**src/rtl/tx_ctrl_pkg.sv**
```systemverilog
// Shared definitions for the transmit-side sequencer: state encoding and block size.
package tx_ctrl_pkg;

  typedef logic [3:0] tx_state_t;

  localparam tx_state_t ST_IDLE     = 4'd0;
  localparam tx_state_t ST_ENCRYPT  = 4'd1;
  localparam tx_state_t ST_LOAD     = 4'd2;
  localparam tx_state_t ST_WAIT_RDY = 4'd3;
  localparam tx_state_t ST_XMIT     = 4'd4;
  localparam tx_state_t ST_WAIT_TX  = 4'd5;
  localparam tx_state_t ST_NEXT     = 4'd6;
  localparam tx_state_t ST_GAP      = 4'd7;
  localparam tx_state_t ST_FINISH   = 4'd8;
  localparam tx_state_t ST_ERROR    = 4'd9;

  // Ciphertext bytes per block; the CRC byte follows these.
  localparam int TX_DATA_BYTES = 16;

endpackage

```
**src/rtl/ctrl_cycle_counter.sv**
```systemverilog
// Up-counter with synchronous clear and a terminal-count compare.
// Shared between the encryption timeout and the inter-byte gap timing.
module ctrl_cycle_counter #(
  parameter int W = 6
) (
  input  logic         clk,
  input  logic         reset,
  input  logic         clear,
  input  logic         inc,
  input  logic [W-1:0] term,
  output logic         tc
);

  logic [W-1:0] count;

  // Clear wins over increment so a new timing window always starts at zero.
  always_ff @(posedge clk or negedge reset) begin
    if (!reset)     count <= '0;
    else if (clear) count <= '0;
    else if (inc)   count <= count + 1'b1;
  end

  assign tc = (count == term);

endmodule

```
**src/rtl/controller_tx.sv**
```systemverilog
// Transmit sequencer: encrypt, load PISO, send DATA_BYTES ciphertext bytes
// plus one CRC byte through the UART, then pulse block_done.
module controller_tx
  import tx_ctrl_pkg::*;
#(
  parameter int DATA_BYTES  = TX_DATA_BYTES,
  parameter int GAP_CYCLES  = 2,
  parameter int ENC_TIMEOUT = 64,
  parameter int CW          = $clog2(DATA_BYTES + 2)
) (
  input  logic          clk,
  input  logic          reset,
  input  logic          start,
  input  logic          enc_done,
  input  logic          tx_busy,
  input  logic          tx_done,
  output logic          EnEnc,
  output logic          Ld,
  output logic          Shift,
  output logic          crc_clear,
  output logic          crc_en,
  output logic          sel_crc,
  output logic          tx_start,
  output logic          busy,
  output logic          block_done,
  output logic          err,
  output logic [CW-1:0] byte_cnt
);

  // The shared counter only ever needs to reach the larger terminal value minus one.
  localparam int CNT_MAX = (ENC_TIMEOUT > GAP_CYCLES) ? ENC_TIMEOUT : GAP_CYCLES;
  localparam int CNT_W   = (CNT_MAX < 2) ? 1 : $clog2(CNT_MAX);
  localparam logic [CNT_W-1:0] ENC_TERM = CNT_W'(ENC_TIMEOUT > 0 ? ENC_TIMEOUT - 1 : 0);
  localparam logic [CNT_W-1:0] GAP_TERM = CNT_W'(GAP_CYCLES > 0 ? GAP_CYCLES - 1 : 0);
  localparam logic [CW-1:0]    LAST_CNT = CW'(DATA_BYTES + 1);
  localparam logic [CW-1:0]    CRC_IDX  = CW'(DATA_BYTES);

  tx_state_t        state, state_next;
  logic [CW-1:0]    byte_cnt_inc;
  logic             cnt_clear, cnt_inc, cnt_tc;
  logic [CNT_W-1:0] cnt_term;

  assign byte_cnt_inc = byte_cnt + 1'b1;

  // Restart the counter when a timed window (encrypt wait or gap) is about to begin.
  assign cnt_clear = ((state == ST_IDLE) && start) || (state == ST_NEXT);
  assign cnt_inc   = (state == ST_ENCRYPT) || (state == ST_GAP);
  assign cnt_term  = (state == ST_GAP) ? GAP_TERM : ENC_TERM;

  ctrl_cycle_counter #(.W(CNT_W)) u_cycle_counter (
    .clk   (clk),
    .reset (reset),
    .clear (cnt_clear),
    .inc   (cnt_inc),
    .term  (cnt_term),
    .tc    (cnt_tc)
  );

  // State register.
  always_ff @(posedge clk or negedge reset) begin
    if (!reset) state <= ST_IDLE;
    else        state <= state_next;
  end

  // Byte counter: cleared at block start and at load, bumped once per finished byte.
  always_ff @(posedge clk or negedge reset) begin
    if (!reset)                               byte_cnt <= '0;
    else if ((state == ST_IDLE) && start)     byte_cnt <= '0;
    else if (state == ST_LOAD)                byte_cnt <= '0;
    else if ((state == ST_WAIT_TX) && tx_done) byte_cnt <= byte_cnt_inc;
  end

  // Next-state logic; enc_done beats the timeout and tx_done is honoured regardless of tx_busy.
  always_comb begin
    state_next = state;
    case (state)
      ST_IDLE:     if (start) state_next = ST_ENCRYPT;
      ST_ENCRYPT: begin
        if (enc_done)                          state_next = ST_LOAD;
        else if ((ENC_TIMEOUT != 0) && cnt_tc) state_next = ST_ERROR;
      end
      ST_LOAD:     state_next = ST_WAIT_RDY;
      ST_WAIT_RDY: if (!tx_busy) state_next = ST_XMIT;
      ST_XMIT:     state_next = ST_WAIT_TX;
      ST_WAIT_TX:  if (tx_done) state_next = (byte_cnt_inc == LAST_CNT) ? ST_FINISH : ST_NEXT;
      ST_NEXT:     state_next = (GAP_CYCLES > 0) ? ST_GAP : ST_WAIT_RDY;
      ST_GAP:      if (cnt_tc) state_next = ST_WAIT_RDY;
      ST_FINISH:   state_next = ST_IDLE;
      ST_ERROR:    state_next = ST_IDLE;
      default:     state_next = ST_IDLE;
    endcase
  end

  // Moore output decode from the registered state and byte count.
  always_comb begin
    EnEnc      = 1'b0;
    Ld         = 1'b0;
    Shift      = 1'b0;
    crc_clear  = 1'b0;
    crc_en     = 1'b0;
    sel_crc    = 1'b0;
    tx_start   = 1'b0;
    block_done = 1'b0;
    err        = 1'b0;
    busy       = (state != ST_IDLE);
    case (state)
      ST_ENCRYPT: EnEnc = 1'b1;
      ST_LOAD: begin
        Ld        = 1'b1;
        crc_clear = 1'b1;
        EnEnc     = 1'b1;
      end
      ST_WAIT_RDY: sel_crc = (byte_cnt == CRC_IDX);
      ST_XMIT: begin
        tx_start = 1'b1;
        crc_en   = (byte_cnt < CRC_IDX);
        sel_crc  = (byte_cnt == CRC_IDX);
      end
      ST_WAIT_TX: sel_crc = (byte_cnt == CRC_IDX);
      ST_NEXT:    Shift = (byte_cnt < CRC_IDX);
      ST_FINISH:  block_done = 1'b1;
      ST_ERROR:   err = 1'b1;
      default: ;
    endcase
  end

endmodule

```
**config.mk**
```make
export PLATFORM = sky130hd
export DESIGN_NAME = controller_tx
export DESIGN_NICKNAME = d
export VERILOG_FILES = /design/src/rtl/tx_ctrl_pkg.sv /design/src/rtl/ctrl_cycle_counter.sv /design/src/rtl/controller_tx.sv
export SDC_FILE = /design/constraint.sdc
export NUM_CORES = 1
export LEC_CHECK = 0
export ABC_AREA = 1
export CORE_MARGIN = 4
export CORE_UTILIZATION = 40
export CTS_CLUSTER_DIAMETER = 100
export DETAILED_ROUTE_END_ITERATION = 10
export PLACE_DENSITY = 0.74
export SYNTH_ARGS = -nofsm -noshare
export SYNTH_HDL_FRONTEND = slang
export SYNTH_SLANG_ARGS = --single-unit
```
**constraint.sdc**
```tcl
create_clock -name clk -period 2.25 [get_ports clk]
set_input_delay 0.45 -clock clk [delete_from_list [all_inputs] [get_ports clk]]
set_output_delay 0.45 -clock clk [all_outputs]
set_load 0.01 [all_outputs]
```
==> results.md <==
| Group | Metric | Value |
|:---|:---|:---|
| setup path | Buf/Inv on CP | 2 |
| layout | Growth of design area from synthesis to finish | 29.0% |
| yosys | Syn Nets | 168 |
| yosys | Share of Yosys cell area claimed by the top area cell type | 35.5% |
| placement | Final weighted congestion of routability-driven global placement | 0.876 |
| floorplanning | Number of ports placed on the die boundary | 21 |
| placement | Total of buffers placed on input and output ports | 20 |
| route | Routed wirelength normalized by instance count | 12.3 µm |
| clock network | Root buffer cell | sky130_fd_sc_hd__clkbuf_4 |
| setup path | Gate family responsible for the most delay along the worst path | buffers and inverters |
| setup path | Worst Path Required | 1.80 ns |
| clock network | Cts bufs inserted | 3 |
| route | Drc violations | 0 |
| yosys | Synth async-reset ratio | 100% |
| yosys | FF+latch count, synth | 15 |
| yosys | Largest family of logic cells by synthesized area | simple AND/OR/NAND/NOR gates |
| setup path | Crit Path Class | flop to output pin |
| floorplanning | Height of the chip | 59.4 µm |
| yosys | Largest cells by area after synthesis | sky130_fd_sc_hd__dfrtp_1, sky130_fd_sc_hd__nand2_1, sky130_fd_sc_hd__inv_1 |
| global routing | Total track usage | 16.2% |
| yosys | Number of flops mapped to enable cells by yosys | 0 |
| power | Power consumption | 1.50 mW |
| clock network | Clock sinks | 15 |
| power | Static power due to leakage | 0.770 nW |
| layout | Register area | 377 µm² |
| clock network | TritonCTS clock tree | yes |
| min path | Type of the worst min-delay path | flop to flop |
| power | Worst vdd rail ir drop | 0.672 mV |
| route | Vias per cell | 4.94 |
| clock network | Post-CTS Hold Buffers | 0 |
| yosys | Largest area contributor in the netlist | sky130_fd_sc_hd__dfrtp_1 |
| route | Total via count after detailed routing | 1062 |
| route | Initial DRC Count | 41 |
| clock network | Clock insertion delay at the later pin of the skew report | 0.28 ns |
| setup path | Largest fanout on the critical path | 5 |
| clock network | Clk slew on worst S/H paths | 0.10 ns |
| sta | Final cycle utilization of the critical path | 96.8% |
| sta | Final-report max-slew violation count | 0 |
| layout | Commonest non-fill, non-tap cells in the layout | sky130_fd_sc_hd__nand2_1, sky130_fd_sc_hd__inv_1, sky130_fd_sc_hd__nor2_1, sky130_fd_sc_hd__dfrtp_1, sky130_fd_sc_hd__clkdlybuf4s50_1 |
| sta | Maximum clock frequency | 459 MHz |
| sta | Fin. Hold Viols | 0 |
| yosys | Cell area after synthesis | 1060 µm² |
| sta | Max-slew headroom at the worst pin | 52.9% |
| route | Detailed Route WL | 2640 µm |
| sta | Minimum setup slack in the final design | 0.0723 ns |
| placement | Worst slack after detailed placement | 0.200 ns |
| setup path | Crit path depth | 4 |
| floorplanning | Die ar. | 3530 µm² |
| layout | Leading cell type in the layout, fill and taps excluded | sky130_fd_sc_hd__nand2_1 |
| floorplanning | Num rows | 18 |
| yosys | Part of the Yosys area used for sequential elements | 35.5% |
| sta | Total setup violations reported at the end of the flow | 0 |
| yosys | Share of cell area taken by muxes after synthesis | 0% |
| setup path | Number of cells on the worst reg-to-reg path | 9 |
| layout | Total area of multi-input combinational cells | 566 µm² |
| setup path | Largest incremental delay on the critical path | 0.57 ns |
| setup path | Critical-path top delay cell | sky130_fd_sc_hd__clkdlybuf4s50_1 |
| sta | Clock skew after layout | 0.00590 ns |
| outcome | Outcome | completed |
| layout | Layout cell share with drive strength beyond 1 | 14.1% |
| yosys | Most instantiated flip-flop cell in the synthesis netlist | sky130_fd_sc_hd__dfrtp_1 |
| yosys | Avg Synthesized Cell Area | 6.65 µm² |
| route | Remaining antenna violation count after routing | 0 |
| setup path | Crit end category | output pin |
| min path | Worst hold path cell count | 1 |
| yosys | Number of warning messages in the yosys log | 0 |
| yosys | Share of the synthesized area in compound gates (AO/OA/AOI/OAI) | 7.22% |
| layout | Final antenna diode count | 0 |
| yosys | Post-Synth Simple-Gate Area | 38.5% |
| global routing | Residual overflow from global routing | 0 |
| setup path | Category of the worst setup path launch point | flop |
| setup path | Cells along the critical path | nor2_4, inv_1, nor2_2, clkdlybuf4s50_1 |
| yosys | Gate Count Post-Synth | 159 |
| global routing | Global-route wire length before repair | 4410 µm |
| min path | Hold wc startpoint | u_cycle_counter.count[2] |
| layout | Filler instances | 248 |
| clock network | Maximum level of the CTS H-tree | 1 |
| global routing | Antenna violations before repair | 0 |
| floorplanning | Placeable core region | 2500 µm² |
| setup path | Arrival time worst endpoint | 1.73 ns |
| setup path | Startpoint of the worst register-to-register path | byte_cnt[0] |
| yosys | Distinct cell type count of the synthesized netlist | 23 |
| job | Max cap viols | 0 |
| power | Power per cell area | 1100 nW/µm² |
| sta | Setup repair after global routing missed its margin | false |
| yosys | Fraction of the mapped netlist area in adder cells | 3.55% |
| yosys | Share of the synthesized netlist area taken by xor and xnor gates | 2.49% |
| floorplanning | Die X-Extent | 59.4 µm |
| clock network | Buffer depth of the longest clock path | 2 |
| global routing | Maximum number of pins on one net before global-route repair | 16 |
| setup path | Critical path origin | state[2] |
| global routing | Via count of the first global-routing pass | 1025 |
| sta | Minimum period implied by the final worst setup slack | 2.18 ns |
| route | Number of optimization iterations in the first detailed-route pass | 4 |
| sta | Actual transition at the worst max-transition pin | 0.704 ns |
| placement | Detail Placement HPWL | 2070 µm |
| floorplanning | Effective utilization at floorplan | 42.3% |
| layout | Nets | 195 |
| sta | Final TNS setup | 0 ns |
==> final cells by class <==
| class | instances | share of cell area, % |
|---|---|---|
| clock buffers | 4 | 1.93 |
| flip-flops and latches | 15 | 27.6 |
| repair buffers | 23 | 16.9 |
| well taps | 30 | 2.75 |
| multi-input cells | 109 | 41.5 |
| inverters | 34 | 9.36 |
==> worst reg2reg max path, stage by stage, from the launching register on <==
cell and delay (ns):
sky130_fd_sc_hd__dfrtp_1 0.39, sky130_fd_sc_hd__buf_4 0.14, sky130_fd_sc_hd__ha_1 0.22, sky130_fd_sc_hd__nand3_1 0.09, sky130_fd_sc_hd__xor2_1 0.21, sky130_fd_sc_hd__nand3_1 0.13, sky130_fd_sc_hd__nand2_1 0.10, sky130_fd_sc_hd__nand3_1 0.08
sky130_fd_sc_hd__nand2_1 0.07, sky130_fd_sc_hd__nand2_1 0.05
==> final timing paths <==
check | end | slack (ns)
worst max-delay path | Ld | 0.07
worst min-delay path | u_cycle_counter.count[2] | 0.54
worst max register to register | state[1] | 0.67
worst min register to register | u_cycle_counter.count[2] | 0.54
max in group asynchronous | state[2] | 1.18
min in group asynchronous | u_cycle_counter.count[2] | 0.58
==> report_power, final <==
group / total [mW] / internal (mW) / switching, mW
sequential: 0.435 / 0.350 / 0.0849
clock: 0.157 / 0.0687 / 0.0881
combinational: 0.908 / 0.363 / 0.546
total: 1.50 / 0.782 / 0.719
==> Yosys cell counts, types with 2 or more instances <==
| cell | n |
|---|---|
| sky130_fd_sc_hd__o21ai_0 | 8 |
| sky130_fd_sc_hd__nor2_1 | 21 |
| sky130_fd_sc_hd__inv_2 | 4 |
| sky130_fd_sc_hd__nand2_2 | 4 |
| sky130_fd_sc_hd__xor2_1 | 3 |
| sky130_fd_sc_hd__inv_1 | 30 |
| sky130_fd_sc_hd__nand2_1 | 41 |
| sky130_fd_sc_hd__dfrtp_1 | 15 |
| sky130_fd_sc_hd__ha_1 | 3 |
| sky130_fd_sc_hd__nor2_4 | 2 |
| sky130_fd_sc_hd__nor2_2 | 3 |
| sky130_fd_sc_hd__a21oi_1 | 3 |
| sky130_fd_sc_hd__nor3_1 | 3 |
| sky130_fd_sc_hd__nand3_1 | 8 |
| sky130_fd_sc_hd__nor4_1 | 3 |
==> per-stage QoR <==
stage | hold slack, ns | cells | instance area [µm²] | util, %
finish | 0.537 | 215 | 1360 | 54.6
detailed placement | 0.526 | 208 | 1290 | 51.5
floorplan | 0.154 | 159 | 1060 | -
CTS | 0.541 | 214 | 1340 | 53.6
global placement | 0.514 | 208 | 1290 | 51.5
global route | 0.579 | 215 | 1360 | 54.6
==> flip-flops by register name, summed over array words and instances, names as in the netlist <==
name,flops
state,4
byte_cnt,5
u_cycle_counter.count,6
==> per-layer routing <==
metal  up-vias  GRT usage (%)  wire length (µm)
li1        538              -                 -
met1       497           19.8              1130
met2        25           29.2              1380
met3         2           1.96               105
met4         0           4.85                20
met5         -              0                 0
==> cell families after synthesis <==
group	Yosys count
simple gates	89
flops	15
compound gates	14
buf+inv	35
xor+xnor	3
fa+ha+maj	3
==> what timing repair did <==
item / 4_1_cts / 5_1_grt
endpoints found under the hold margin: 0 / 0
endpoints found under the setup margin: 5 / 6
gates resized for setup: 6 / 7
setup buffers: 2 / 1
(Power assumes the default switching activity.)
